==> src/rtl/div_ctrl_pkg.sv <==
// ---------------------------------------------------------------------------
// div_ctrl_pkg
// Shared definitions for the clock divider controller: the controller state
// encoding and the default width of the half-period divide value/counter.
// No ports (package).
// ---------------------------------------------------------------------------
package div_ctrl_pkg;

   // Default width of the half-period divide value and its counter
   localparam int CNT_W_DEFAULT = 4;

   // Controller states: idle, generating, and waiting to finish a high phase
   typedef enum logic [1:0] {
      IDLE      = 2'd0,
      RUN       = 2'd1,
      STOP_PEND = 2'd2
   } ctrlState_t;

endpackage

==> src/rtl/div_ctrl_if.sv <==
// ---------------------------------------------------------------------------
// div_ctrl_if
// Bundles the control, configuration handshake and output signals of the
// clock divider controller.
//   start, stop     : generation requests (level, sampled each clk)
//   cfg_valid       : a divide value is offered on cfg_div
//   cfg_div         : half-period length in clk cycles
//   cfg_ready       : controller can accept cfg_div this cycle
//   cfg_err         : one-cycle pulse, an accepted cfg_div of 0 was dropped
//   clk_out         : registered divided clock
//   tick            : high in the first cycle of each clk_out high phase
//   busy            : controller is not idle
// Modports: master drives requests/config, slave is the controller.
// ---------------------------------------------------------------------------
interface div_ctrl_if
   import div_ctrl_pkg::*;
#(
   parameter int CNT_W = CNT_W_DEFAULT
) ();

   logic             start;
   logic             stop;
   logic             cfg_valid;
   logic [CNT_W-1:0] cfg_div;
   logic             cfg_ready;
   logic             cfg_err;
   logic             clk_out;
   logic             tick;
   logic             busy;

   modport master (
      output start, stop, cfg_valid, cfg_div,
      input  cfg_ready, cfg_err, clk_out, tick, busy
   );

   modport slave (
      input  start, stop, cfg_valid, cfg_div,
      output cfg_ready, cfg_err, clk_out, tick, busy
   );

endinterface

==> src/rtl/div_period_cnt.sv <==
// ---------------------------------------------------------------------------
// div_period_cnt
// Half-period counter for the clock divider. Counts 0..i_div-1 while enabled
// and wraps to 0 on the terminal value, so it never runs past i_div-1.
//   clk, rst_n  : clock, asynchronous active-low reset
//   i_enable    : advance the counter this cycle
//   i_clear     : force the counter to 0 (wins over i_enable)
//   i_div       : half-period length (1..2^CNT_W-1)
//   o_cnt       : current count
//   o_terminal  : count equals i_div-1 (last cycle of the half period)
// ---------------------------------------------------------------------------
module div_period_cnt
   import div_ctrl_pkg::*;
#(
   parameter int CNT_W = CNT_W_DEFAULT
) (
   input  logic             clk,
   input  logic             rst_n,
   input  logic             i_enable,
   input  logic             i_clear,
   input  logic [CNT_W-1:0] i_div,
   output logic [CNT_W-1:0] o_cnt,
   output logic             o_terminal
);

   logic [CNT_W-1:0] r_cnt;

   // Last cycle of the half period; i_div is never 0 so this cannot underflow
   assign o_terminal = (r_cnt == (i_div - CNT_W'(1)));
   assign o_cnt      = r_cnt;

   // Count up while enabled, restarting at 0 after the terminal value
   always_ff @(posedge clk or negedge rst_n) begin
      if (!rst_n) begin
         r_cnt <= '0;
      end else if (i_clear) begin
         r_cnt <= '0;
      end else if (i_enable) begin
         if (o_terminal) begin
            r_cnt <= '0;
         end else begin
            r_cnt <= r_cnt + CNT_W'(1);
         end
      end
   end

endmodule

==> src/rtl/div_ctrl.sv <==
// ---------------------------------------------------------------------------
// div_ctrl
// Programmable clock divider controller. Produces clk_out with period
// 2*div clk cycles, starts on request, stops only at the end of a high phase
// and changes the divide value only on full-period boundaries so no phase is
// ever cut short.
//   clk, rst_n  : clock, asynchronous active-low reset
//   bus         : div_ctrl_if slave (start/stop, cfg handshake, outputs)
// ---------------------------------------------------------------------------
module div_ctrl
   import div_ctrl_pkg::*;
#(
   parameter int CNT_W = CNT_W_DEFAULT
) (
   input logic       clk,
   input logic       rst_n,
   div_ctrl_if.slave bus
);

   ctrlState_t       r_state;
   ctrlState_t       w_nextState;
   logic [CNT_W-1:0] r_divReg;
   logic [CNT_W-1:0] r_pendDiv;
   logic             r_pending;
   logic             r_clkOut;
   logic             r_cfgErr;

   logic [CNT_W-1:0] w_cnt;
   logic             w_terminal;
   logic             w_cntEnable;
   logic             w_cntClear;
   logic             w_rise;
   logic             w_fall;
   logic             w_goIdle;
   logic             w_busy;
   logic             w_cfgReady;
   logic             w_tick;
   logic             w_accept;
   logic             w_acceptOk;
   logic             w_acceptZero;

   div_period_cnt #(
      .CNT_W (CNT_W)
   ) u_periodCnt (
      .clk        (clk),
      .rst_n      (rst_n),
      .i_enable   (w_cntEnable),
      .i_clear    (w_cntClear),
      .i_div      (r_divReg),
      .o_cnt      (w_cnt),
      .o_terminal (w_terminal)
   );

   assign w_accept     = bus.cfg_valid && w_cfgReady;
   assign w_acceptOk   = w_accept && (bus.cfg_div != '0);
   assign w_acceptZero = w_accept && (bus.cfg_div == '0);

   // State register
   always_ff @(posedge clk or negedge rst_n) begin
      if (!rst_n) begin
         r_state <= IDLE;
      end else begin
         r_state <= w_nextState;
      end
   end

   // Next-state logic; a stop during the low phase ends at once, during the
   // high phase it waits for the falling toggle (immediately if that is now)
   always_comb begin
      w_nextState = r_state;
      case (r_state)
         IDLE: begin
            if (bus.start && !bus.stop) begin
               w_nextState = RUN;
            end
         end
         RUN: begin
            if (bus.stop) begin
               if (!r_clkOut || w_terminal) begin
                  w_nextState = IDLE;
               end else begin
                  w_nextState = STOP_PEND;
               end
            end
         end
         STOP_PEND: begin
            if (w_terminal) begin
               w_nextState = IDLE;
            end
         end
         default: begin
            w_nextState = IDLE;
         end
      endcase
   end

   // Output and control decode; the counter's first count of a high phase
   // is exactly the cycle in which clk_out has just risen, which gives tick
   always_comb begin
      w_busy      = (r_state != IDLE);
      w_cfgReady  = (r_state == IDLE) || ((r_state == RUN) && !r_pending);
      w_goIdle    = w_busy && (w_nextState == IDLE);
      w_cntEnable = w_busy;
      w_cntClear  = (r_state == IDLE) || w_goIdle;
      w_rise      = (r_state == RUN) && w_terminal && !r_clkOut && !bus.stop;
      w_fall      = w_busy && w_terminal && r_clkOut;
      w_tick      = r_clkOut && (w_cnt == '0);
   end

   // Divide value and pending slot; while running a new value waits for the
   // full-period boundary (falling toggle) or for the stop into idle
   always_ff @(posedge clk or negedge rst_n) begin
      if (!rst_n) begin
         r_divReg  <= CNT_W'(1);
         r_pendDiv <= '0;
         r_pending <= 1'b0;
      end else if (r_state == IDLE) begin
         if (w_acceptOk) begin
            r_divReg <= bus.cfg_div;
         end
      end else if ((w_fall || w_goIdle) && r_pending) begin
         r_divReg  <= r_pendDiv;
         r_pending <= 1'b0;
      end else if (w_acceptOk) begin
         if (w_goIdle) begin
            r_divReg <= bus.cfg_div;
         end else begin
            r_pendDiv <= bus.cfg_div;
            r_pending <= 1'b1;
         end
      end
   end

   // Divided clock and config error pulse; leaving to idle always forces low
   always_ff @(posedge clk or negedge rst_n) begin
      if (!rst_n) begin
         r_clkOut <= 1'b0;
         r_cfgErr <= 1'b0;
      end else begin
         r_cfgErr <= w_acceptZero;
         if (w_goIdle) begin
            r_clkOut <= 1'b0;
         end else if (w_rise) begin
            r_clkOut <= 1'b1;
         end else if (w_fall) begin
            r_clkOut <= 1'b0;
         end
      end
   end

   assign bus.cfg_ready = w_cfgReady;
   assign bus.cfg_err   = r_cfgErr;
   assign bus.clk_out   = r_clkOut;
   assign bus.tick      = w_tick;
   assign bus.busy      = w_busy;

endmodule
==> src/flat_wrapper.sv <==
// flat-port wrapper written by rule: the top's interface ports become plain ports
module div_ctrl_flat import div_ctrl_pkg::*;
#(
   parameter int CNT_W = CNT_W_DEFAULT
)
  (clk, rst_n, bus_start, bus_stop, bus_cfg_valid, bus_cfg_div, bus_cfg_ready, bus_cfg_err, bus_clk_out, bus_tick, bus_busy);
  div_ctrl_if #(.CNT_W(CNT_W)) bus_i ();
  input logic clk;
  input logic rst_n;
  input wire logic [$bits(bus_i.start)-1:0] bus_start;
  input wire logic [$bits(bus_i.stop)-1:0] bus_stop;
  input wire logic [$bits(bus_i.cfg_valid)-1:0] bus_cfg_valid;
  input wire logic [$bits(bus_i.cfg_div)-1:0] bus_cfg_div;
  output wire logic [$bits(bus_i.cfg_ready)-1:0] bus_cfg_ready;
  output wire logic [$bits(bus_i.cfg_err)-1:0] bus_cfg_err;
  output wire logic [$bits(bus_i.clk_out)-1:0] bus_clk_out;
  output wire logic [$bits(bus_i.tick)-1:0] bus_tick;
  output wire logic [$bits(bus_i.busy)-1:0] bus_busy;
  assign bus_i.start = bus_start;
  assign bus_i.stop = bus_stop;
  assign bus_i.cfg_valid = bus_cfg_valid;
  assign bus_i.cfg_div = bus_cfg_div;
  assign bus_cfg_ready = bus_i.cfg_ready;
  assign bus_cfg_err = bus_i.cfg_err;
  assign bus_clk_out = bus_i.clk_out;
  assign bus_tick = bus_i.tick;
  assign bus_busy = bus_i.busy;
  div_ctrl #(.CNT_W(CNT_W)) u_core (.clk(clk), .rst_n(rst_n), .bus(bus_i));
endmodule
==> config.mk <==
export PLATFORM = sky130hd
export DESIGN_NAME = div_ctrl_flat
export DESIGN_NICKNAME = d
export VERILOG_FILES = /design/src/rtl/div_ctrl_pkg.sv /design/src/rtl/div_ctrl_if.sv /design/src/rtl/div_period_cnt.sv /design/src/rtl/div_ctrl.sv /design/src/flat_wrapper.sv
export SDC_FILE = /design/constraint.sdc
export NUM_CORES = 1
export LEC_CHECK = 0
export ABC_AREA = 1
export CAP_MARGIN = 20
export CELL_PAD_IN_SITES_DETAIL_PLACEMENT = 0
export CELL_PAD_IN_SITES_GLOBAL_PLACEMENT = 1
export CORE_MARGIN = 2
export CORE_UTILIZATION = 29
export CTS_CLUSTER_SIZE = 40
export DETAILED_ROUTE_END_ITERATION = 8
export GPL_TIMING_DRIVEN = 0
export HOLD_SLACK_MARGIN = 0.1
export PLACE_DENSITY_LB_ADDON = 0.1
export SYNTH_ARGS = -nofsm -noshare
export SYNTH_HDL_FRONTEND = slang
export SYNTH_SLANG_ARGS = --single-unit
==> constraint.sdc <==
create_clock -name clk -period 5 [get_ports clk]
set_input_delay 1.5 -clock clk [delete_from_list [all_inputs] [get_ports clk]]
set_output_delay 1.5 -clock clk [all_outputs]
set_load 0.05 [all_outputs]
# After elaboration in Yosys (flattened, before gate mapping)
# Index checks and enable logic that the tools add are counted.
# word_totals
ff_bits,17
in_bits,9
output_inout_bits,5
# op_classes
add_sub_neg,2
n_eq_ne,5
n_mux,19
n_bitwise,3
n_reduce_logical,33
# op_table
op,count
$mux 4,8
$logic_and 1x1->1,13
$logic_not 4->1,2
$mux 2,4
$mux 1,6
$pmux 2 s3,1
$reduce_and 3->1,2
$reduce_bool 2->1,3
$reduce_bool 3->1,2
$add 4x1->4 const B,1
$eq 4x4->1,1
$logic_not 2->1,2
$logic_or 1x1->1,4
$reduce_and 4->1,1
$reduce_bool 4->1,1
$sub 4x1->4 const B,1
$logic_not 1->1,3
$not 1->1,3
$eq 2x1->1 const B,1
$eq 2x2->1 const B,1
$ne 2x1->1 const B,1
$ne 2x2->1 const B,1

# Depth between registers and ports, before layout
# logic_depth
ltp_word,12
ltp_mapped,16

# Cells and area by module
# Synthesis repeated with hierarchy kept, for this count alone.
# unflattened
hier_cells,138
area_unflattened_um2,1068.5
# modules_own_cells
module,n_inst,cells_per_inst,area_per_inst_um2
div_ctrl,1,87,721.9
div_period_cnt,1,51,346.6

# Least setup slack after synthesis
# OpenSTA, ideal clock, no wires.
# synth_timing
path_kind,register -> output
start,register u_core.r_clkOut (netlist: u_core.bus.clk_out)
end,output bus_tick
t_arrival_ns,1.824
t_required_ns,3.500
slack_ns,1.676
stages_incl_launch_ff,3
cell_sequence,dfrtp_1 -> nand2_1 -> nor3_1
# synth_via
elab_chain_cells,1
# synth_lines
element,line_no,source
from (decl),div_ctrl.sv:25,logic r_clkOut;
from (signal assigned),div_ctrl.sv:137,r_clkOut <= 1'b0;
from (signal assigned),div_ctrl.sv:142,r_clkOut <= 1'b0;
from (signal assigned),div_ctrl.sv:144,r_clkOut <= 1'b1;
$logic_and 1x1->1,div_ctrl.sv:107,w_tick = r_clkOut && (w_cnt == '0);
to (decl),flat_wrapper.sv:17,output wire logic [$bits(bus_i.tick)-1:0] bus_tick;
# No other way between the ends.

# Worst setup path in the final report
# layout_timing
start,register u_core.u_periodCnt.r_cnt[0] (netlist: u_core.u_periodCnt.o_cnt[0])
end,output bus_tick
# layout_via
elab_chain_cells,2
# layout_lines
element,line_no,source
from (decl),div_period_cnt.sv:26,logic [CNT_W-1:0] r_cnt;
from (signal assigned),div_period_cnt.sv:42,r_cnt <= r_cnt + CNT_W'(1);
$logic_not 4->1,div_ctrl.sv:107,
$logic_and 1x1->1,div_ctrl.sv:107,
# No other way between the ends.

==> metrics <==
PD cells 568 mW/mm2; Worst Skew 0.00384 ns; Layout area overhead 20.8%; Routed Antenna Nets 0; cts hold-fix bufs 0; Post-Syn Instances 125; DIE AREA 0.00405 mm2; WL per Instance 10.5 um; f_max 286 MHz; vias in the first global route 790; final hold vios 0; Worst path slowest cell clkdlybuf4s50_1; Async S/R FF share, synth 100%; simple-gate share of the synthesized area 37.5%; maximum clock path buffer count 2; Leakage 0.625 nW; # port buffers 13; final wirelength 1970 um; post-route setup TNS 0 ns; # setup viols final 0; Seq/Total Area, Yosys 41.4%; worst hold path class flop to flop; Clk pin slew, worst setup/hold paths 0.10 ns; Hold Slack 0.503 ns; worst vdd ir 217 uV; Worst Setup Start Kind flop; cell row count 21; Max FO, Critical Path 5; Post-CTS Setup Bufs 0; fin. max-slew vios 0; Tmin final 3.50 ns; Cell Chain, Critical Path inv_1, ha_1, nand2_1, nor3_1, clkdlybuf4s50_1; Overall Global Routing Usage 10.9%; TritonCTS Sinks 17; compound-cell area share of the yosys netlist 5.46%; period utilisation layout 70.0%; # IOs 14; Crit. End Element output pin; drt pass-1 iters 4; Die Height 63.6 um; Net Count, Synth 137; Synth cell types 25; RSZ-0062 raised after global routing false; worst path bufs/invs 2; first-pass GRT wire length 3440 um; critical path arrival 2.00 ns; # diodes 0; largest family of logic cells by synthesized area simple AND/OR/NAND/NOR gates; gpl congestion 0.702; YS warnings 0; Slew headroom 45.2%; number of flops mapped to enable cells by yosys 0; initial antenna violation count 0; via count 830; multiplexer share of the synthesized area 0%; Root Buffer clkbuf_4; Die X-Extent 63.6 um; Mapped Area 0.00103 mm2; DR iter-0 viols 31; CTS tree yes; most frequent cell after synthesis nand2_1; syn_area_per_cell 8.25 um2; WS Path Type flop to output pin; XOR/XNOR Fraction of Synth Area 4.25%; status completed; Clock Latency Late Sink 0.28 ns; largest net degree at the start of global routing 18; Least-Margin Pin Slew 0.819 ns; Core ar. 0.00336 mm2; hpwl dp 1550 um; share of cells above drive strength 1 18.3%; final core utilization 37.0%; Net count, final 155; Primary FF master, synth dfrtp_1; DRC Markers 0; CP max stage delay 0.83 ns; grt total ovfl 0; max-cap viol count 0; post_cts resized 0; DR vias/cell 4.41; H-tree Lvls 1; ranking of synthesized cells by area dfrtp_1, nand2_1, nand3_1; fill count 400; Synth Register Bits 17; Post-synth top cells nand2_1, dfrtp_1, nand3_1; top cell family by delay on the critical path buffers and inverters; CTS buffer count 3; initial core utilization 30.7%; Worst Path Required 3.50 ns; post-synth top area cell dfrtp_1; post-synth top area share 38.8%; Synth Area in Adders 3.64%
## sequential cells by signal, indices dropped and copies added (netlist names)
| register | flops |
|---|---|
| u_core.bus.cfg_err | 1 |
| u_core.bus.clk_out | 1 |
| u_core.r_divReg | 4 |
| u_core.r_pendDiv | 4 |
| u_core.r_pending | 1 |
| u_core.r_state | 2 |
| u_core.u_periodCnt.o_cnt | 4 |
## logic make-up after synthesis
kind of cell / Yosys count
adders and majority gates: 3
AOI/OAI and AO/OA: 9
xor gates and xnor gates: 5
and+or+nand+nor: 70
buffers and inverters: 21
DFF: 17
## worst register-to-register path, cell delays in order (launching register included)
cell     delay [ns]
dfstp_2        0.56
inv_1          0.07
ha_1           0.30
xor2_1         0.13
nand2_1        0.10
nor2_4         0.13
nand2_4        0.07
nand2_4        0.09
nand3_2        0.08
nand2_4        0.11
nand2_4        0.09
nand2_1        0.07
nand2_1        0.06
nand2_1        0.05
## worst paths after layout
kind,startpoint,to,slack [ns],cells past startpoint
hold / removal,u_core.r_divReg[0],u_core.r_divReg[0],0.50,2
min in group asynchronous,rst_n,u_core.bus.cfg_err,1.68,1
setup / recovery,u_core.u_periodCnt.o_cnt[0],bus_tick,1.50,5
max in group asynchronous,rst_n,u_core.u_periodCnt.o_cnt[3],2.82,1
hold reg to reg,u_core.r_divReg[0],u_core.r_divReg[0],0.50,2
setup reg to reg,u_core.r_divReg[0],u_core.r_divReg[3],3.04,13
## power by group
part	total (mW)	switching [mW]	internal, mW
clock	0.0742	0.0433	0.0309
combinational	0.410	0.267	0.143
sequential	0.224	0.0335	0.190
## metrics by stage
| step | instances | instance area [um2] | power (mW) | setup slack, ns |
|---|---|---|---|---|
| 2_1_floorplan | 125 | 1030 | 0.552 | 1.68 |
| 3_3_place_gp | 184 | 1220 | 0.638 | 1.85 |
| 3_5_place_dp | 184 | 1220 | 0.642 | 1.82 |
| 4_1_cts | 188 | 1240 | 0.720 | 1.48 |
| 5_1_grt | 188 | 1240 | 0.775 | 1.33 |
| 6_report | 188 | 1240 | 0.708 | 1.50 |
## routing by layer
layer / GRT usage [%] / vias up / part of all wire [%]
met5: 0 / - / 0
met4: 4.89 / 0 / 0.96
met2: 18.0 / 12 / 49
li1: - / 431 / -
met3: 1.79 / 2 / 3.8
met1: 13.7 / 385 / 47
## area by class of cell
type | instances | area, um2 | share of cell area [%]
plain buffers | 1 | 5.00 | 0.402
clock buffers | 4 | 26.3 | 2.11
inverters | 20 | 75.1 | 6.03
multi-input cells | 87 | 524 | 42.1
flip-flops and latches | 17 | 427 | 34.3
well taps | 46 | 57.6 | 4.62
repair buffers | 13 | 130 | 10.5
## cell usage in the layout, fill, tap and decap left out, types with 2 or more instances in the layout
cell	instances
xnor2_1	2
ha_1	3
nand2_1	30
nand2_4	6
inv_2	5
nand3_2	2
dfrtp_1	16
o21ai_1	4
nand3_1	16
nand2_2	2
nor2_4	2
clkdlybuf4s50_1	13
inv_1	15
nor2_1	7
clkbuf_4	3
o21ai_2	2
xor2_1	3
Note: power is estimated with default switching activity, not from simulation.
